--- src/rtl/alu2_op_sequencer_if.sv ---
// Command, ALU-drive and result bundle between the op sequencer and its environment.
// The slave modport is the sequencer side; the master modport is the upstream/ALU/consumer side.
interface alu2_op_sequencer_if #(
   parameter int unsigned W  = 16,
   parameter int unsigned CW = 4
);
   localparam int unsigned CTLW = 7;

   logic            cmd_valid;
   logic            cmd_ready;
   logic [W-1:0]    cmd_x;
   logic [W-1:0]    cmd_y;
   logic [W-1:0]    cmd_yd;
   logic [CTLW-1:0] cmd_f0;
   logic [CTLW-1:0] cmd_f1;
   logic [CW-1:0]   cmd_count;

   logic [W-1:0]    alu_x;
   logic [W-1:0]    alu_y;
   logic [W-1:0]    alu_yd;
   logic [CTLW-1:0] alu_f0;
   logic [CTLW-1:0] alu_f1;
   logic [W-1:0]    alu_out;
   logic            alu_zr;
   logic            alu_ng;

   logic            res_valid;
   logic            res_ready;
   logic [W-1:0]    res_out;
   logic            res_zr;
   logic            res_ng;
   logic            res_anyneg;
   logic [CW-1:0]   res_iters;

   modport slave (
      input  cmd_valid, cmd_x, cmd_y, cmd_yd, cmd_f0, cmd_f1, cmd_count,
      output cmd_ready,
      output alu_x, alu_y, alu_yd, alu_f0, alu_f1,
      input  alu_out, alu_zr, alu_ng,
      output res_valid, res_out, res_zr, res_ng, res_anyneg, res_iters,
      input  res_ready
   );

   modport master (
      output cmd_valid, cmd_x, cmd_y, cmd_yd, cmd_f0, cmd_f1, cmd_count,
      input  cmd_ready,
      input  alu_x, alu_y, alu_yd, alu_f0, alu_f1,
      output alu_out, alu_zr, alu_ng,
      input  res_valid, res_out, res_zr, res_ng, res_anyneg, res_iters,
      output res_ready
   );
endinterface

--- src/rtl/alu2_op_sequencer.sv ---
// Sequencer in front of the two-stage ALU: latches one command, iterates it N times
// by feeding the ALU result back as x, and returns the final result over a handshake.
module alu2_op_sequencer #(
   parameter int unsigned W  = 16,
   parameter int unsigned CW = 4
) (
   input  logic                  clk,
   input  logic                  rst,
   alu2_op_sequencer_if.slave    bus
);
   localparam int unsigned CTLW = 7;

   typedef enum logic [1:0] {IDLE, DRIVE, CAPTURE, HOLD} state_t;

   state_t          r_state;
   state_t          w_state_nxt;
   logic            w_accept;
   logic            w_last;

   logic            r_cmd_ready;
   logic            r_res_valid;
   logic [W-1:0]    r_alu_x;
   logic [W-1:0]    r_alu_y;
   logic [W-1:0]    r_alu_yd;
   logic [CTLW-1:0] r_alu_f0;
   logic [CTLW-1:0] r_alu_f1;
   logic [CW-1:0]   r_remaining;
   logic [CW-1:0]   r_iter_cnt;
   logic            r_anyneg_acc;
   logic [W-1:0]    r_res_out;
   logic            r_res_zr;
   logic            r_res_ng;
   logic            r_res_anyneg;
   logic [CW-1:0]   r_res_iters;
   logic            w_anyneg_nxt;

   always_ff @(posedge clk or posedge rst) begin
      if (rst) r_state <= IDLE;
      else     r_state <= w_state_nxt;
   end

   always_comb begin
      w_state_nxt = r_state;
      w_accept    = 1'b0;
      w_last      = 1'b0;
      case (r_state)
         IDLE: begin
            if (bus.cmd_valid) begin
               w_accept    = 1'b1;
               w_state_nxt = DRIVE;
            end
         end
         DRIVE:   w_state_nxt = CAPTURE;
         CAPTURE: begin
            w_last      = (r_remaining <= CW'(1));
            w_state_nxt = w_last ? HOLD : DRIVE;
         end
         HOLD: begin
            if (bus.res_ready) w_state_nxt = IDLE;
         end
         default: w_state_nxt = IDLE;
      endcase
   end

   assign w_anyneg_nxt = r_anyneg_acc | bus.alu_ng;

   // Per-command accumulators are separate from res_* so the visible result
   // only changes at a CAPTURE edge, never at command acceptance.
   always_ff @(posedge clk or posedge rst) begin
      if (rst) begin
         r_cmd_ready  <= 1'b1;
         r_res_valid  <= 1'b0;
         r_alu_x      <= '0;
         r_alu_y      <= '0;
         r_alu_yd     <= '0;
         r_alu_f0     <= '0;
         r_alu_f1     <= '0;
         r_remaining  <= '0;
         r_iter_cnt   <= '0;
         r_anyneg_acc <= 1'b0;
         r_res_out    <= '0;
         r_res_zr     <= 1'b0;
         r_res_ng     <= 1'b0;
         r_res_anyneg <= 1'b0;
         r_res_iters  <= '0;
      end else begin
         r_cmd_ready <= (w_state_nxt == IDLE);
         r_res_valid <= (w_state_nxt == HOLD);
         if (w_accept) begin
            r_alu_x      <= bus.cmd_x;
            r_alu_y      <= bus.cmd_y;
            r_alu_yd     <= bus.cmd_yd;
            r_alu_f0     <= bus.cmd_f0;
            r_alu_f1     <= bus.cmd_f1;
            r_remaining  <= (bus.cmd_count == '0) ? CW'(1) : bus.cmd_count;
            r_iter_cnt   <= '0;
            r_anyneg_acc <= 1'b0;
         end
         if (r_state == CAPTURE) begin
            r_res_out    <= bus.alu_out;
            r_res_zr     <= bus.alu_zr;
            r_res_ng     <= bus.alu_ng;
            r_res_anyneg <= w_anyneg_nxt;
            r_anyneg_acc <= w_anyneg_nxt;
            r_res_iters  <= r_iter_cnt + CW'(1);
            r_iter_cnt   <= r_iter_cnt + CW'(1);
            r_remaining  <= r_remaining - CW'(1);
            if (!w_last) r_alu_x <= bus.alu_out;
         end
      end
   end

   assign bus.cmd_ready  = r_cmd_ready;
   assign bus.res_valid  = r_res_valid;
   assign bus.alu_x      = r_alu_x;
   assign bus.alu_y      = r_alu_y;
   assign bus.alu_yd     = r_alu_yd;
   assign bus.alu_f0     = r_alu_f0;
   assign bus.alu_f1     = r_alu_f1;
   assign bus.res_out    = r_res_out;
   assign bus.res_zr     = r_res_zr;
   assign bus.res_ng     = r_res_ng;
   assign bus.res_anyneg = r_res_anyneg;
   assign bus.res_iters  = r_res_iters;
endmodule

--- src/flat_wrapper.sv ---
// flat-port wrapper written by rule: the top's interface ports become plain ports
module alu2_op_sequencer_flat 
#(
   parameter int unsigned W  = 16,
   parameter int unsigned CW = 4
)
  (clk, rst, bus_cmd_valid, bus_cmd_x, bus_cmd_y, bus_cmd_yd, bus_cmd_f0, bus_cmd_f1, bus_cmd_count, bus_cmd_ready, bus_alu_x, bus_alu_y, bus_alu_yd, bus_alu_f0, bus_alu_f1, bus_alu_out, bus_alu_zr, bus_alu_ng, bus_res_valid, bus_res_out, bus_res_zr, bus_res_ng, bus_res_anyneg, bus_res_iters, bus_res_ready);
  alu2_op_sequencer_if #(.W(W), .CW(CW)) bus_i ();
  input  logic clk;
  input  logic rst;
  input wire logic [$bits(bus_i.cmd_valid)-1:0] bus_cmd_valid;
  input wire logic [$bits(bus_i.cmd_x)-1:0] bus_cmd_x;
  input wire logic [$bits(bus_i.cmd_y)-1:0] bus_cmd_y;
  input wire logic [$bits(bus_i.cmd_yd)-1:0] bus_cmd_yd;
  input wire logic [$bits(bus_i.cmd_f0)-1:0] bus_cmd_f0;
  input wire logic [$bits(bus_i.cmd_f1)-1:0] bus_cmd_f1;
  input wire logic [$bits(bus_i.cmd_count)-1:0] bus_cmd_count;
  output wire logic [$bits(bus_i.cmd_ready)-1:0] bus_cmd_ready;
  output wire logic [$bits(bus_i.alu_x)-1:0] bus_alu_x;
  output wire logic [$bits(bus_i.alu_y)-1:0] bus_alu_y;
  output wire logic [$bits(bus_i.alu_yd)-1:0] bus_alu_yd;
  output wire logic [$bits(bus_i.alu_f0)-1:0] bus_alu_f0;
  output wire logic [$bits(bus_i.alu_f1)-1:0] bus_alu_f1;
  input wire logic [$bits(bus_i.alu_out)-1:0] bus_alu_out;
  input wire logic [$bits(bus_i.alu_zr)-1:0] bus_alu_zr;
  input wire logic [$bits(bus_i.alu_ng)-1:0] bus_alu_ng;
  output wire logic [$bits(bus_i.res_valid)-1:0] bus_res_valid;
  output wire logic [$bits(bus_i.res_out)-1:0] bus_res_out;
  output wire logic [$bits(bus_i.res_zr)-1:0] bus_res_zr;
  output wire logic [$bits(bus_i.res_ng)-1:0] bus_res_ng;
  output wire logic [$bits(bus_i.res_anyneg)-1:0] bus_res_anyneg;
  output wire logic [$bits(bus_i.res_iters)-1:0] bus_res_iters;
  input wire logic [$bits(bus_i.res_ready)-1:0] bus_res_ready;
  assign bus_i.cmd_valid = bus_cmd_valid;
  assign bus_i.cmd_x = bus_cmd_x;
  assign bus_i.cmd_y = bus_cmd_y;
  assign bus_i.cmd_yd = bus_cmd_yd;
  assign bus_i.cmd_f0 = bus_cmd_f0;
  assign bus_i.cmd_f1 = bus_cmd_f1;
  assign bus_i.cmd_count = bus_cmd_count;
  assign bus_cmd_ready = bus_i.cmd_ready;
  assign bus_alu_x = bus_i.alu_x;
  assign bus_alu_y = bus_i.alu_y;
  assign bus_alu_yd = bus_i.alu_yd;
  assign bus_alu_f0 = bus_i.alu_f0;
  assign bus_alu_f1 = bus_i.alu_f1;
  assign bus_i.alu_out = bus_alu_out;
  assign bus_i.alu_zr = bus_alu_zr;
  assign bus_i.alu_ng = bus_alu_ng;
  assign bus_res_valid = bus_i.res_valid;
  assign bus_res_out = bus_i.res_out;
  assign bus_res_zr = bus_i.res_zr;
  assign bus_res_ng = bus_i.res_ng;
  assign bus_res_anyneg = bus_i.res_anyneg;
  assign bus_res_iters = bus_i.res_iters;
  assign bus_i.res_ready = bus_res_ready;
  alu2_op_sequencer #(.W(W), .CW(CW)) u_core (.clk(clk), .rst(rst), .bus(bus_i));
endmodule
--- config.mk ---
export PLATFORM = sky130hd
export DESIGN_NAME = alu2_op_sequencer_flat
export DESIGN_NICKNAME = d
export VERILOG_FILES = /design/src/rtl/alu2_op_sequencer_if.sv /design/src/rtl/alu2_op_sequencer.sv /design/src/flat_wrapper.sv
export SDC_FILE = /design/constraint.sdc
export NUM_CORES = 1
export LEC_CHECK = 0
export ABC_AREA = 1
export CAP_MARGIN = 10
export CORE_MARGIN = 4
export CORE_UTILIZATION = 46
export CTS_CLUSTER_DIAMETER = 150
export DETAILED_ROUTE_END_ITERATION = 8
export PLACE_DENSITY = 0.87
export SYNTH_ARGS = -nofsm -noshare
export SYNTH_HDL_FRONTEND = slang
export SYNTH_SLANG_ARGS = --single-unit
export TNS_END_PERCENT = 10
--- constraint.sdc ---
create_clock -name clk -period 5.5 [get_ports clk]
set_clock_uncertainty 0.15 [all_clocks]
set_input_delay 0.825 -clock clk [delete_from_list [all_inputs] [get_ports clk]]
set_output_delay 0.825 -clock clk [all_outputs]
set_load 0.02 [all_outputs]
* Word level (Yosys, flattened, before mapping)
Index checks and enable logic that the tools add are counted.
** Storage, ports and cells
- Register bits :: 98
- Latch bits :: 0
- Bits in writable memories :: 0
- ROM bits :: 0
- Word-level logic and storage cells :: 45
- Memories :: 0
** Cells by class
- $add $sub $neg :: 2
- $mul :: 0
- Divide/modulo/power cells :: 0
- $lt $le $gt $ge :: 1
- Equality and inequality tests :: 4
- Shifts and indexed selects :: 0
- Muxes and demuxes :: 17
- Bitwise gates (word level) :: 1
- Reductions and logical operators :: 4
** Operators by type and width (number)
- $mux 16 :: 3
- $mux 4 :: 5
- $pmux 2 s4 :: 1
- $eq 2x2->1 const B :: 3
- $mux 2 :: 3
- $mux 1 :: 5
- $add 4x1->4 const B :: 1
- $le 4x1->1 const B :: 1
- $logic_not 2->1 :: 2
- $logic_not 4->1 :: 1
- $sub 4x1->4 const B :: 1
- $eq 2x1->1 const B :: 1
- $reduce_bool 2->1 :: 1
- $or 1x1->1 :: 1

* Longest topological paths before layout
- Word-level depth :: 5
- Mapped depth :: 8
- Depth with buffers taken out :: 7

* Least setup slack after synthesis
Ideal clock, no wire load.
- Path kind :: input port to flip-flop
- Start point :: input bus_cmd_valid
- End point :: register u_core.r_remaining[0]
- Library setup time :: 0.117 ns
- Data arrival time :: 1.394 ns
- Slack :: 3.839 ns
- Cell stages on the path :: 6
- Path through :: nand2_2 > nor2_4 > buf_4 > nand2_1 > o21ai_1 > inv_1
** On the way
- Word-level cells in the longest chain between the ends :: 3
** RTL lines
- start: declaration :: RTL line flat_wrapper.sv:11 : input wire logic [$bits(bus_i.cmd_valid)-1:0] bus_cmd_valid;
- $mux 1 :: RTL line alu2_op_sequencer.sv:48 : if (bus.cmd_valid) begin
- $mux 1 :: RTL line alu2_op_sequencer.sv:46 : case (r_state)
- $reduce_bool 2->1 (no source line)
- end signal: assignment :: RTL line alu2_op_sequencer.sv:95 : r_remaining <= (bus.cmd_count == '0) ? CW'(1) : bus.cmd_count;
- end signal: assignment :: RTL line alu2_op_sequencer.sv:107 : r_remaining <= r_remaining - CW'(1);
- end: declaration :: RTL line alu2_op_sequencer.sv:27 : logic [CW-1:0] r_remaining;
Every way passes these cells.
A chain may end at the register's enable or synchronous reset.

* Worst setup path in the final report
- Start point :: input bus_cmd_valid
- End point :: register u_core.r_alu_x[0] (netlist: u_core.bus.alu_x[0])
** On the way
- Word-level cells in the longest chain between the ends :: 5
** RTL lines
- $mux 1 (*) :: RTL line alu2_op_sequencer.sv:48
- $mux 1 (*) :: RTL line alu2_op_sequencer.sv:46
- $mux 16 (*) :: RTL line alu2_op_sequencer.sv:89 : if (w_accept) begin
- $mux 16 :: RTL line alu2_op_sequencer.sv:108 : if (!w_last) r_alu_x <= bus.alu_out;
- $mux 16 (*) :: RTL line alu2_op_sequencer.sv:99 : if (r_state == CAPTURE) begin
- end signal: assignment :: RTL line alu2_op_sequencer.sv:90 : r_alu_x <= bus.cmd_x;
- end signal: assignment :: RTL line alu2_op_sequencer.sv:108
- end: declaration :: RTL line alu2_op_sequencer.sv:22 : logic [W-1:0] r_alu_x;
Mark *: on every way between the ends. The rest lies on a longest branch, timed or not.

==> impl_metrics.toml <==
[global_route]
grt_pass1_vias = 3581
grt_use_total = 0.206
antenna_found_initial = 0
grt_pass1_wl_um = 17000
overflow = 0
grt_max_degree = 64

[synthesis]
ys_top_cells_by_count = "255 x nand2_1, 97 x dfrtp_1, 28 x inv_1"
yosys.area.top_type_share = 0.590
netlist_instances = 475
synth-seq-area-share = 0.596
ys_ff_latch = 98
synth_area_leaders = "dfrtp_1 59%, nand2_1 23%, o21ai_2 3.4%"
synth-edff-count = 0
yosysTopAreaCell = "dfrtp_1"
avgSynthCellArea_um2 = 8.66
synth-main-ff-cell = "dfrtp_1"
ys_warn_count = 0
synth-async-reset-ratio = 1.00
synth.distinct_cells = 23
syn_nets = 566
yosysMostFrequentCell = "nand2_1"
syn_area_um2 = 4120

[placement]
portBuffers = 174
hpwlAfterDp_um = 8080
gp_congestion = 0.871

[clocking]
post_cts_buffers = 0
path_clk_slew_ps = 80
cts_max_level = 3
ctsResizeCount = 0
cts_tree = "built"
cts_buffers = 9
root_buffer = "clkbuf_8"
clk_latency_ps = 340
cts.sinks = 98
cts.hold.buffers_added = 0
cts_max_path_buffers = 2

[floorplan]
initial_core_util = 0.472
core_area_um2 = 8720
die_width_um = 103
ioPinCount = 175
dieArea_um2 = 10500
row_count = 34
die_h_um = 103

[final_layout]
area_delta_synth_final_pct = 46.9
drive_gt1_frac = 0.0680
n_antenna_cell = 0
fin_nets = 734

[setup_path]
reg2reg_to = "u_core.bus.alu_x[0]"
worstPathArrival_ps = 2710
slowest_stage = "clkdlybuf4s50_1"
cp_data_required_time_ps = 5610
crit_path_cell_trace = "clkdlybuf4s50_1 > nand2_2 > nor2_4 > buf_4 > nand2_1 > nand2_1 > nand2_1 > o21ai_2"
r2r_slack_ps = 3360
cpPeakStageDelay_ps = 530
reg2regPathDepth = 8
start_kind = "input pin"
path_common_cell = "nand2_1"
critPathBufInv = 2
crit_family = "buffers and inverters"
path_max_fanout = 42
timing.rr.start = "u_core.r_state[0]"
path_class = "input pin to flop"
end_kind = "flop"

[routing]
drt_iter0_drc = 146
wire_per_inst_um = 14.4
routed_wl_um = 10900
viasPerCell = 4.80
first_pass_iters = 4
routed-via-count = 3626
ant_nets = 0
drc = 0

[run]
drv_cap = 0

[timing]
rsz0062_at_grt = "false"
tns_ps = 0
period_minus_slack_ps = 2590
relSlewSlack = 0.451
setup_viol = 0
fmax_mhz = 386
final.period_utilization = 0.471
tightestPinTransition_ps = 821
finalHoldViolCount = 0
drv_slew = 0

[pwr]
power_leakage_nw = 3.00
power_density_nw_per_um2 = 579
peakVddDrop_mv = 0.365
power_mw = 3.50

[run_status]
outcome = "finished, final reports clean"

[worst_hold_path]
hold_path_end = "u_core.bus.alu_f0[4]"
min-delay-start = "u_core.bus.alu_f0[4]"
hp-class = "flop to flop"
hold_depth = 2
## tightest hold or removal path, cell delays in order, from the launching register on
cell and delay [ps]:
dfrtp_1 350, nand2_1 50, nand2_1 50
## power by group
part           internal, mW  switching, mW  total [mW]
clock network         0.161          0.236       0.397
logic                 0.806           1.04        1.85
registers              1.06          0.199        1.26
## per-stage QoR
step / cells / util / worst slack, ps / hold slack, ps / instance area (um^2)
finish: 755 / 0.693 / 2910 / 335 / 6050
global route: 755 / 0.693 / 2740 / 350 / 6050
CTS: 755 / 0.693 / 2890 / 337 / 6050
detailed placement: 740 / 0.675 / 2520 / 315 / 5890
global placement: 740 / 0.675 / 2610 / 305 / 5890
floorplan: 475 / - / 1960 / 293 / 4120
## layout make-up
class	count	area, um^2
multi-input combinational	327	1420
sequential	98	2450
inverter	30	115
timing repair buffer	177	1760
fill	702	2670
clock buffer	10	128
clock inverter	5	32.5
tap	108	135
## worst max-delay path by stage
stage,from,to,slack (ps),depth (start not counted)
after CTS,bus_cmd_valid,u_core.bus.alu_x[0],2890,8
after global routing,bus_cmd_valid,u_core.bus.alu_x[1],2740,8
after global placement,bus_cmd_valid,u_core.bus.alu_x[0],2610,8
after detailed placement,bus_cmd_valid,u_core.bus.alu_x[0],2520,8
final,bus_cmd_valid,u_core.bus.alu_x[0],2910,8
after floorplan,rst,u_core.bus.alu_f0[0],1960,1
## cells in the final DEF, fill, tap and decap left out
cell             instances
clkdlybuf4s50_1        174
buf_4                    3
nand2_2                  3
xor2_1                   1
clkbuf_8                 9
nor2_4                   2
a21oi_1                  1
or2_2                    1
clkinvlp_4               3
o21ai_2                 16
nand3_1                  6
ha_1                     3
nand2_1                255
inv_2                    2
inv_1                   27
o21ai_1                  4
nor3_1                   1
o211ai_1                 1
clkbuf_1                 1
o21ai_0                 24
inv_4                    1
dfstp_2                  1
nor2_1                   8
dfrtp_1                 97
clkinv_2                 2
nand3_2                  1
## per-layer routing
layer / global-route usage / part of all wire / vias to the layer above
li1: - / - / 1781
met2: 0.339 / 0.48 / 140
met3: 0.0440 / 0.081 / 22
met4: 0.0787 / 0.022 / 0
met1: 0.268 / 0.41 / 1683
met5: 0 / 0 / -
## kinds of logic (layout without fill, tap and decap cells)
logic type | Yosys count | count (layout) | synth area share
DFF | 98 | 98 | 0.596
xor gates and xnor gates | 1 | 1 | 0.00213
adders and majority gates | 3 | 3 | 0.00912
AOI/OAI and AO/OA | 46 | 46 | 0.0711
and+or+nand+nor | 277 | 277 | 0.262
buffers and inverters | 50 | 222 | 0.0590
## state kept, by name, indices dropped and copies added (netlist names)
| name | cells |
|---|---|
| u_core.bus.alu_x | 16 |
| u_core.bus.alu_yd | 16 |
| u_core.bus.res_anyneg | 1 |
| u_core.r_anyneg_acc | 1 |
| u_core.bus.res_out | 16 |
| u_core.r_remaining | 4 |
| u_core.bus.res_zr | 1 |
| u_core.bus.res_iters | 4 |
| u_core.bus.alu_f1 | 7 |
| u_core.r_iter_cnt | 4 |
| u_core.bus.alu_f0 | 7 |
| u_core.bus.alu_y | 16 |
| u_core.bus.res_ng | 1 |
| u_core.bus.cmd_ready | 1 |
| u_core.r_state | 2 |
| u_core.bus.res_valid | 1 |
Note: power is estimated with default switching activity, not from simulation.
